==> src/rtl/serial_pkg.sv <==
// Shared definitions for the serial receive path: receiver state encoding
// and default frame/bit-timing constants.
package serial_pkg;

    typedef enum logic [2:0] {
        IDLE,
        START,
        DATA,
        STOP,
        BREAK
    } rx_state_t;

    localparam int DEFAULT_DIVISOR = 564;
    localparam int FRAME_BITS      = 8;

endpackage

==> src/rtl/serial_rx_uart_sync2.sv <==
// Generic two-flop synchronizer for a single asynchronous input pin.
// RESET_VALUE should match the pin's idle level so reset produces no false edge.
module sync2 #(
    parameter logic RESET_VALUE = 1'b1
) (
    input  logic clk,
    input  logic rst_n,
    input  logic d,
    output logic q
);

    logic meta;

    always_ff @(posedge clk or negedge rst_n) begin
        if (!rst_n) begin
            meta <= RESET_VALUE;
            q    <= RESET_VALUE;
        end else begin
            meta <= d;
            q    <= meta;
        end
    end

endmodule

==> src/rtl/serial_rx_uart.sv <==
// 8N1 serial receiver: mid-bit sampling from a single clocks-per-bit divisor,
// delivering bytes through a one-entry holding register with valid/ready.
module serial_rx_uart
    import serial_pkg::*;
#(
    parameter int DIVISOR = DEFAULT_DIVISOR
) (
    input  logic       clk,
    input  logic       rst_n,
    input  logic       serial_rx,
    output logic [7:0] rx_data,
    output logic       rx_valid,
    input  logic       rx_ready,
    output logic       frame_err,
    output logic       overrun
);

    localparam int HALF = DIVISOR / 2;
    localparam int CW   = $clog2(DIVISOR);
    localparam int BW   = $clog2(FRAME_BITS);

    localparam logic [CW-1:0] CNT_FULL = CW'(DIVISOR - 1);
    localparam logic [CW-1:0] CNT_HALF = CW'(HALF - 1);
    localparam logic [BW-1:0] BIT_LAST = BW'(FRAME_BITS - 1);

    logic                  rxs;
    rx_state_t             state_q, state_d;
    logic [CW-1:0]         cnt_q, cnt_d;
    logic [BW-1:0]         bitidx_q, bitidx_d;
    logic [FRAME_BITS-1:0] sr_q, sr_d;
    logic                  tick;
    logic                  byte_done;
    logic                  stop_bad;

    sync2 #(
        .RESET_VALUE(1'b1)
    ) u_sync (
        .clk  (clk),
        .rst_n(rst_n),
        .d    (serial_rx),
        .q    (rxs)
    );

    assign tick = (cnt_q == '0);

    always_ff @(posedge clk or negedge rst_n) begin
        if (!rst_n) begin
            state_q  <= IDLE;
            cnt_q    <= '0;
            bitidx_q <= '0;
            sr_q     <= '0;
        end else begin
            state_q  <= state_d;
            cnt_q    <= cnt_d;
            bitidx_q <= bitidx_d;
            sr_q     <= sr_d;
        end
    end

    // The counter free-runs down in every active state and reloads on each
    // tick, so every sample lands one full bit after the start mid-point.
    always_comb begin
        state_d   = state_q;
        cnt_d     = cnt_q;
        bitidx_d  = bitidx_q;
        sr_d      = sr_q;
        byte_done = 1'b0;
        stop_bad  = 1'b0;

        if (state_q != IDLE && !tick) begin
            cnt_d = cnt_q - CW'(1);
        end

        case (state_q)
            IDLE: begin
                if (!rxs) begin
                    cnt_d   = CNT_HALF;
                    state_d = START;
                end
            end
            START: begin
                if (tick) begin
                    if (rxs) begin
                        state_d = IDLE;
                    end else begin
                        cnt_d    = CNT_FULL;
                        bitidx_d = '0;
                        state_d  = DATA;
                    end
                end
            end
            DATA: begin
                if (tick) begin
                    sr_d     = {rxs, sr_q[FRAME_BITS-1:1]};
                    cnt_d    = CNT_FULL;
                    bitidx_d = bitidx_q + BW'(1);
                    if (bitidx_q == BIT_LAST) begin
                        state_d = STOP;
                    end
                end
            end
            STOP: begin
                if (tick) begin
                    byte_done = rxs;
                    stop_bad  = !rxs;
                    state_d   = rxs ? IDLE : BREAK;
                end
            end
            BREAK: begin
                if (rxs) begin
                    state_d = IDLE;
                end
            end
            default: begin
                state_d = IDLE;
            end
        endcase
    end

    // A consumer taking the old byte in the completion cycle frees the slot,
    // so the new byte lands without a gap in rx_valid.
    always_ff @(posedge clk or negedge rst_n) begin
        if (!rst_n) begin
            rx_data   <= '0;
            rx_valid  <= 1'b0;
            frame_err <= 1'b0;
            overrun   <= 1'b0;
        end else begin
            frame_err <= stop_bad;
            overrun   <= byte_done && rx_valid && !rx_ready;
            if (byte_done && (!rx_valid || rx_ready)) begin
                rx_data  <= sr_q;
                rx_valid <= 1'b1;
            end else if (rx_valid && rx_ready) begin
                rx_valid <= 1'b0;
            end
        end
    end

endmodule

==> config.mk <==
export PLATFORM = sky130hd
export DESIGN_NAME = serial_rx_uart
export DESIGN_NICKNAME = d
export VERILOG_FILES = /design/src/rtl/serial_pkg.sv /design/src/rtl/serial_rx_uart_sync2.sv /design/src/rtl/serial_rx_uart.sv
export SDC_FILE = /design/constraint.sdc
export NUM_CORES = 1
export LEC_CHECK = 0
export BUFFER_PORTS_ARGS = -buffer_cell sky130_fd_sc_hd__buf_2
export CAP_MARGIN = 20
export CORE_MARGIN = 5
export CORE_UTILIZATION = 58
export DETAILED_ROUTE_END_ITERATION = 10
export HOLD_SLACK_MARGIN = 0.12
export PLACE_DENSITY = 0.78
export SKIP_CTS_REPAIR_TIMING = 1
export SLEW_MARGIN = 30
export SYNTH_ARGS = -nofsm -noshare
export SYNTH_HDL_FRONTEND = slang
export SYNTH_SLANG_ARGS = --single-unit
==> constraint.sdc <==
create_clock -name clk -period 2.45 [get_ports clk]
set_input_delay 0.49 -clock clk [delete_from_list [all_inputs] [get_ports clk]]
set_output_delay 0.49 -clock clk [all_outputs]
set_load 0.005 [all_outputs]
Yosys cells after proc, flatten, opt, wreduce, memory -nomap -nowiden
Index checks and enable logic that the tools add are counted.
{"block": "totals", "reg_bits": 37, "output_inout_bits": 11, "inputBits": 4, "elab_cells": 67}
{"block": "op_classes", "n_mux": 25, "add_sub_neg": 2, "reduce_logical": 18, "eq_ne": 12}
{"cell": "$mux W10", "n": 5}
{"cell": "$mux W3", "n": 10}
{"cell": "$pmux W10 S3", "n": 1}
{"cell": "$pmux W3 S5", "n": 1}
{"cell": "$ne A2 B2 Y1 const B", "n": 6}
{"cell": "$logic_not A10 Y1", "n": 1}
{"cell": "$sub A10 B1 Y10 const B", "n": 1}
{"cell": "$eq A3 B2 Y1 const B", "n": 2}
{"cell": "$eq A3 B3 Y1 const B", "n": 2}
{"cell": "$mux W1", "n": 6}
{"cell": "$pmux W3 S2", "n": 1}
{"cell": "$reduce_and A6 Y1", "n": 1}
{"cell": "$logic_and A1 B1 Y1", "n": 5}
{"cell": "$logic_not A1 Y1", "n": 4}
{"cell": "$reduce_and A4 Y1", "n": 1}
{"cell": "$reduce_bool A2 Y1", "n": 2}
{"cell": "$add A3 B1 Y3 const B", "n": 1}
{"cell": "$eq A3 B1 Y1 const B", "n": 1}
{"cell": "$logic_not A3 Y1", "n": 1}
{"cell": "$reduce_bool A3 Y1", "n": 1}
{"cell": "$mux W2", "n": 1}
{"cell": "$ne A2 B1 Y1 const B", "n": 1}
{"cell": "$reduce_and A2 Y1", "n": 1}
{"cell": "$logic_or A1 B1 Y1", "n": 1}

Longest topological paths before layout
Gate-level depths: netlist (run 1).
{"block": "logic_depth", "ltp_word": 7, "ltp_mapped": 7, "depth_no_buf": 6}

By module
Synthesis (run 1) repeated with hierarchy kept, for this count alone.
{"block": "hier_totals", "hier_cells": 146, "area_unflattened_um2": 1742.9}
{"mod": "serial_rx_uart", "seq_area_each_um2": 875.8, "area_per_inst_um2": 1690.4, "cells_each": 144, "n_inst": 1}
{"mod": "sync2", "seq_area_each_um2": 52.6, "area_per_inst_um2": 52.6, "cells_each": 2, "n_inst": 1}

Worst setup path after synthesis (run 1)
No wires, ideal clock.
{"block": "synth_timing", "kind": "flip-flop to flip-flop", "startpoint": "register cnt_q[4]", "endpoint": "register sr_q[1]", "synth_period_minus_slack_ps": 2061, "required_ps": 2325, "slack_ps": 389, "stages_incl_launch_ff": 6, "path_buffers": 2, "setup_ps": 125, "arrival_ps": 1937, "cell_sequence": "dfrtp_1 > or4_1 > buf_6 > nor4_4 > buf_6 > mux2_2"}
{"block": "synth_via", "elab_chain_len": 2}
{"item": "from (decl)", "line_no": "serial_rx_uart.sv:28", "source": "logic [CW-1:0] cnt_q, cnt_d;"}
{"item": "from (signal assigned)", "line_no": "serial_rx_uart.sv:54", "source": "cnt_q <= cnt_d;"}
{"item": "$logic_not A10 Y1", "line_no": "serial_rx_uart.sv:44", "source": "assign tick = (cnt_q == '0);"}
{"item": "$reduce_and A2 Y1 (no line)"}
{"item": "to (signal assigned)", "line_no": "serial_rx_uart.sv:56", "source": "sr_q <= sr_d;"}
{"item": "to (decl)", "line_no": "serial_rx_uart.sv:30", "source": "logic [FRAME_BITS-1:0] sr_q, sr_d;"}
Every way passes these cells.
A chain may end at the register's enable or synchronous reset.

Worst setup path in the final report (run 1)
{"block": "layout_timing", "startpoint": "register cnt_q[0]", "endpoint": "register rx_data[5]"}
{"block": "layout_via", "elab_chain_len": 4}
{"item": "$logic_not A10 Y1", "line_no": "serial_rx_uart.sv:44"}
{"item": "$mux W1", "line_no": "serial_rx_uart.sv:103", "source": "if (tick) begin"}
{"item": "$mux W1", "line_no": "serial_rx_uart.sv:74", "source": "case (state_q)"}
{"item": "$logic_and A1 B1 Y1", "line_no": "serial_rx_uart.sv:131", "source": "if (byte_done && (!rx_valid || rx_ready)) begin"}
{"item": "to (signal assigned)", "line_no": "serial_rx_uart.sv:132", "source": "rx_data <= sr_q;"}
{"item": "to (decl)", "line_no": "serial_rx_uart.sv:11", "source": "output logic [7:0] rx_data,"}
Every way passes these cells.

==> results of run 1 <==
## final timing paths
check	endpoint	slack, ns	depth (start not counted)
worst max-delay path	rx_data[5]	0.18	6
max in group asynchronous	cnt_q[7]	1.73	1
worst max register to register	rx_data[5]	0.18	6
worst min register to register	u_sync.q	0.36	0
min in group clk	u_sync.meta	0.23	1
worst min-delay path	bitidx_q[0]	0.22	1
## layer usage
layer / GRT usage / vias to the layer above
met5: 0 / -
met4: 0.09067 / 0
met3: 0.04444 / 7
met2: 0.2605 / 37
met1: 0.2247 / 568
li1: - / 568
## power groups by stage
| stage | combinational (uW) | sequential (uW) | clock, uW |
|---|---|---|---|
| floorplan | 4.29 | 626 | 0 |
| global placement | 16.5 | 627 | 0 |
| detailed placement | 17.2 | 627 | 0 |
| CTS | 17.2 | 616 | 349 |
| global route | 20.2 | 616 | 380 |
| finish | 16.2 | 616 | 341 |
## per-stage QoR
| step | area (um^2) | cells | setup WS (ns) | total power, uW | hold WS (ns) |
|---|---|---|---|---|---|
| global placement | 1843 | 185 | 0.2114 | 643.7 | 0.3468 |
| finish | 1908 | 193 | 0.1844 | 972.7 | 0.2184 |
| detailed placement | 1843 | 185 | 0.1524 | 644.6 | 0.3512 |
| floorplan | 1762 | 144 | 0.3886 | 629.9 | 0.1944 |
| CTS | 1908 | 193 | 0.1311 | 981.9 | 0.2260 |
| global route | 1908 | 193 | 0.03133 | 1017 | 0.2150 |
## layout by cell type (no fill, tap or decap), types with 3 or more instances in the layout
cell type and count:
a21oi_1 4, buf_2 14, clkbuf_4 5, dfrtp_1 35, ha_1 3, mux2_2 17, nand2_1 8, nand2b_1 4
nand3_1 5, nor2_1 9, nor3_1 3, o21ai_0 3, or3_1 4, or3b_2 3
## flip-flops by register name, summed over array words and instances, names as in the netlist
name,cells
cnt_q,10
sr_q,8
frame_err,1
rx_data,8
bitidx_q,3
u_sync.q,1
u_sync.meta,1
state_q,3
rx_valid,1
overrun,1
## logic make-up (layout without fill, tap and decap cells)
group                      count (synthesis)  in the layout  synth area share
buffers and inverters                     10             26           0.02983
and+or+nand+nor                           52             52            0.1974
muxes                                     18             18            0.1143
DFF                                       37             37            0.5270
AOI/OAI and AO/OA                         23             23            0.1051
xor gates and xnor gates                   1              1          0.004972
adders and majority gates                  3              3           0.02131
## layout make-up
class                           count  area (um^2)  share of cell area
Sequential cell                    37        928.4              0.4866
Multi-Input combinational cell     97        780.7              0.4092
Timing Repair Buffer               16        85.08             0.04459
Clock buffer                        6        51.30             0.02689
Tap cell                           33        41.29             0.02164
Clock inverter                      2        13.76            0.007213
Inverter                            2        7.507            0.003934
==> metrics.md, run 1 <==
| Metric | Value |
|---|---|
| Residual DRC | `0` |
| Cell variety after synth | `44` |
| Layout cells sized above 1 | `0.3438` |
| Largest net degree at the start of global routing | `38` |
| Global-route wire length before repair | `between 5 and 6 mm` |
| Synth area leader | `dfrtp_1` |
| WP buf/inv | `1` |
| Worst setup path start | `cnt_q[0]` |
| Register bit count reported by yosys | `37` |
| Slowest stage delay, CP | `between 0.5 and 0.6 ns` |
| Met1 WL | `roughly 1.4 mm` |
| Worst path required time | `2.69 ns` |
| Startpoint type of the worst setup path | `flip-flop` |
| RSZ-0062 raised after global routing | `no` |
| Synthesized area | `1762 um^2` |
| Ports | `15` |
| Post-synth ARST share | `1.000` |
| Delay-heaviest family, CP | `simple AND/OR/NAND/NOR gates` |
| Post-Syn Nets | `approximately 150` |
| Fin. Hold Viols | `0` |
| Leakage | `0.0009208 uW` |
| Via-to-Cell Ratio | `~6.1` |
| Final period util | `0.9247` |
| EDFF count, synth | `0` |
| Initial antenna violation count | `0` |
| Dominant cells by area after synthesis | `dfrtp_1 50%, mux2_2 11%, dfstp_2 3.0%` |
| Post-route antenna net violation count | `0` |
| 1st-iter DRT viols | `85` |
| Achievable Freq | `around 440 MHz` |
| HPWL after DPL | `~2.2 mm` |
| CP Capture Type | `flip-flop` |
| Post-synthesis sequential area ratio | `0.5270` |
| PwrDens | `509.8 nW/um^2` |
| Outcome | `finished, final reports clean` |
| Synth Flop Type | `dfrtp_1` |
| H-tree levels | `2` |
| Final net count | `approximately 170` |
| Die ar. | `approximately 4200 um^2` |
| Initial Utilization | `0.5916` |
| Port Buf Inserts | `14` |
| Pre-Repair DR Iteration Count | `5` |
| Die H | `65.11 um` |
| Sequential power share | `0.633` |
| DR vias | `1180` |
| Reg2reg start | `cnt_q[0]` |
| Vias in the first global route | `approximately 1.2k` |
| Relative slew margins | `0.4662` |
| Endpoints failing setup | `0` |
| Worst VDD drop | `approximately 0.33 mV` |
| Antenna fix cells | `0` |
| Post-Route Utilization | `0.6408` |
| Worst-margin pin slew | `approximately 0.8 ns` |
| WL met2 | `~1.5 mm` |
| Logic pwr share | `0.017` |
| Clock power frac | `0.351` |
| CP arrival | `roughly 2.5 ns` |
| Syn. warnings | `0` |
| Cell count after synthesis | `roughly 140` |
| WL/cell | `between 15 and 20 um` |
| Crit Path Class | `flip-flop to flip-flop` |
| Worst path cell trace | `inv_1 -> ha_1 -> nor3b_1 -> nand3_1 -> nor4b_4 -> mux2_2` |
| Placer Congestion | `a little under 0.9` |
| Max cap viols | `0` |
| Most frequent cells after synthesis | `35 x dfrtp_1, 17 x mux2_2, 9 x nor2_1, 8 x nand2_1` |
| CTS tree | `built` |
| Final WL | `between 3 and 4 mm` |
| Syn Area/Cell | `roughly 12 um^2` |
| Total CTS buffers | `5` |
| DR top layer | `met4` |
| Core area | `about 3000 um^2` |
| DIE WIDTH | `~65 um` |
| CTS Root Cell | `clkbuf_4` |
| Met3 WL | `around 170 um` |
| Clock Tree Buf Depth | `2` |
| Tot GR Track Use | `0.1710` |
| Internal power component | `approximately 760 uW` |
| Worst-path clk slew | `roughly 0.11 ns` |
| GRT Residual Overflow | `0` |
| Post-synth top area share | `0.4972` |
| Worst hold-check path type | `input pin to async pin` |
| CTS sink count | `37` |
| Top-count cell post-synth | `dfrtp_1` |
| Setup TNS | `0 ns` |
| Pins Over Slew Limit | `0` |
| Clk_skew | `approximately 0.012 ns` |
| Psw | `roughly 220 uW` |
| Fill cells | `around 250` |
| Slowest cell on crit path | `nor4b_4` |
| Switch share | `0.2227` |
| Final min period | `2.266 ns` |
| Layout area overhead | `8.310%` |
| Num rows | `20` |
| CP Max Fanout | `8` |
| Skew-Pair Late Insertion Delay | `0.35 ns` |
(Power assumes the default switching activity.)
==> run 2, diff against run 1 <==
--- a/config.mk
+++ b/config.mk
@@ -7,11 +7,11 @@
 export LEC_CHECK = 0
 export BUFFER_PORTS_ARGS = -buffer_cell sky130_fd_sc_hd__buf_2
 export CAP_MARGIN = 20
-export CORE_MARGIN = 5
-export CORE_UTILIZATION = 58
+export CORE_MARGIN = 2
+export CORE_UTILIZATION = 52
 export DETAILED_ROUTE_END_ITERATION = 10
 export HOLD_SLACK_MARGIN = 0.12
-export PLACE_DENSITY = 0.78
+export PLACE_DENSITY = 0.74
 export SKIP_CTS_REPAIR_TIMING = 1
 export SLEW_MARGIN = 30
 export SYNTH_ARGS = -nofsm -noshare
==> constraint.sdc (replaced) <==
create_clock -name clk -period 2 [get_ports clk]
set_input_delay 0.4 -clock clk [delete_from_list [all_inputs] [get_ports clk]]
set_output_delay 0.4 -clock clk [all_outputs]
set_load 0.005 [all_outputs]
==> run 2 against run 1 <==
  * Sequential cell count did not move
  * Clock skew fell by 0.0062 ns
  * Utilization rose by 2.8 points
  * Global-route usage rose by 2.6 points
  * Maximum frequency rose by 14%
  * Cell area rose by 15%
  * Worst hold slack got worse by 0.084 ns
  * Register-to-register slack got worse by 0.17 ns
  * Routed wire length rose by 16%
  * Via count rose by 7.6%
  * Sequential power rose by 22%
  * Highest routed layer unchanged
==> metrics.md, run 2 (synthesis results as in run 1) <==
| Metric | Value |
|---|---|
| Outcome | `finished, final reports clean` |
| Clock Tree Buf Depth | `2 (unchanged)` |
| PwrDens | `601.7 nW/um^2 (+18%)` |
| Port Buf Inserts | `14 (unchanged)` |
| Die H | `62.21 um (-4.5%)` |
| Tot GR Track Use | `0.1967 (+0.02567)` |
| Max cap viols | `0 (unchanged)` |
| Initial Utilization | `0.5364 (-0.05522)` |
| Commonest cells after routing, fill and taps aside | `35 x dfrtp_1, 23 x buf_4, 17 x mux2_2, 14 x buf_2, 9 x nor2_1` |
| Clk_skew | `0.005485 ns (-0.006217 ns)` |
| CP Capture Type | `flip-flop` |
| Fin. Hold Viols | `0 (unchanged)` |
| DP Worst Slack | `-0.07770 ns (-0.2301 ns)` |
| Biggest register | `cnt_q` |
| Crit Path Class | `flip-flop to flip-flop` |
| Multi-input gate area | `815.8 um^2 (+4.5%)` |
| Worst-path clk slew | `0.11 ns (about the same)` |
| Reg2reg start | `cnt_q[5]` |
| DIE WIDTH | `62.21 um (-4.5%)` |
| Skew-Pair Late Insertion Delay | `0.33 ns (-0.02 ns)` |
| Setup ws final | `0.01796 ns (-0.1664 ns)` |
| Global-route wire length before repair | `5.996 mm (+9.0%)` |
| GRT Residual Overflow | `0 (unchanged)` |
| WL met2 | `1.803 mm (+22%)` |
| Leakage | `0.001059 uW (+15%)` |
| Fill cells | `232 (-6.5%)` |
| Achievable Freq | `504.5 MHz (+14%)` |
| Most common cell after layout, fill and taps aside | `dfrtp_1` |
| CTS Root Cell | `clkbuf_4` |
| 1st-iter DRT viols | `63 (-26%)` |
| Largest net degree at the start of global routing | `38 (unchanged)` |
| Largest registers | `cnt_q (10), rx_data (8), sr_q (8)` |
| Final min period | `1.982 ns (-0.2836 ns)` |
| Pins Over Slew Limit | `0 (unchanged)` |
| Post-Route Utilization | `0.6690 (+0.02820)` |
| CTS tree | `built` |
| Worst setup path start | `cnt_q[5]` |
| Met1 WL | `1.640 mm (+17%)` |
| Layout area overhead | `24.72%` |
| Setup TNS | `0 ns (unchanged)` |
| Hold slack | `0.1348 ns (-0.08358 ns)` |
| Total power | `1322 uW (+36%)` |
| Worst-margin pin slew | `0.8026 ns (+0.001981 ns)` |
| Via-to-Cell Ratio | `5.522 (-9.7%)` |
| Total CTS buffers | `5 (unchanged)` |
| Final period util | `0.9910 (+0.06628)` |
| Final net count | `190 (+14%)` |
| CP Max Fanout | `6 (-2)` |
| Final WL | `3.612 mm (+16%)` |
| Endpoints failing setup | `0 (unchanged)` |
| DR vias | `1270 (+7.6%)` |
| Die ar. | `3869 um^2 (-8.7%)` |
| HPWL after DPL | `2.520 mm (+15%)` |
| Startpoint type of the worst setup path | `flip-flop` |
| Sequential Area | `928.4 um^2 (unchanged)` |
| DR top layer | `met4` |
| Antenna fix cells | `0 (unchanged)` |
| Core area | `3284 um^2 (+10%)` |
| CTS sink count | `37 (unchanged)` |
| Relative slew margins | `0.4649 (-0.001320)` |
| Initial antenna violation count | `0 (unchanged)` |
| Layout cells sized above 1 | `0.4565 (+0.1128)` |
| Placer Congestion | `0.8329 (-6.6%)` |
| Post-route antenna net violation count | `0 (unchanged)` |
| Ports | `15 (unchanged)` |
| Num rows | `21 (+5.0%)` |
| Met3 WL | `135 um (-18%)` |
| Pre-Repair DR Iteration Count | `4 (-1)` |
| Residual DRC | `0 (unchanged)` |
| CP arrival | `2.21 ns (-0.30 ns)` |
| Worst path required time | `2.23 ns (-0.46 ns)` |
| Max reg flops | `10 (unchanged)` |
| WL/cell | `15.70 um (-2.4%)` |
| Worst hold-check path type | `input pin to async pin` |
| Worst VDD drop | `0.3920 mV (+21%)` |
| H-tree levels | `2 (unchanged)` |
| Vias in the first global route | `1272 (+8.0%)` |
run 2: cell type report:
cell class / count / share of cell area
clock inverters: 2 / 0.01708
flip-flops and latches: 37 / 0.4226
inverters: 2 / 0.003417
multi-input cells: 97 / 0.3713
repair buffers: 40 / 0.1361
clock buffers: 6 / 0.02335
well taps: 46 / 0.02620
run 2: metal layers:
metal | vias up | global-route usage
met3 | 4 | 0.03442
met4 | 0 | 0.07500
met5 | - | 0
li1 | 612 | -
met1 | 622 | 0.2536
met2 | 32 | 0.3329
run 2: worst max-delay path, stage by stage (launching register included):
cell and delay [ns]:
dfrtp_1 0.43, or4_4 0.57, nor4_4 0.21, buf_4 0.18, clkbuf_16 0.15, mux2_2 0.33
run 2: final timing paths:
path	to	slack [ns]	cells past startpoint
hold reg to reg	u_sync.q	0.37	0
min in group clk	u_sync.meta	0.15	1
setup / recovery	sr_q[7]	0.02	5
hold / removal	cnt_q[8]	0.13	1
max in group asynchronous	state_q[1]	1.35	1
setup reg to reg	sr_q[7]	0.02	5
run 2: through the flow:
stage / instances / cell area [um^2]
5_1_grt: 230 / 2197
4_1_cts: 226 / 2113
2_1_floorplan: 144 / 1765
3_3_place_gp: 218 / 2024
6_report: 230 / 2197
3_5_place_dp: 218 / 2024
run 2: where the power goes:
group	internal [uW]	switching, uW	total (uW)
clock	297	250	547
sequential	752	2.84	754
combinational	3.46	16.7	20.2
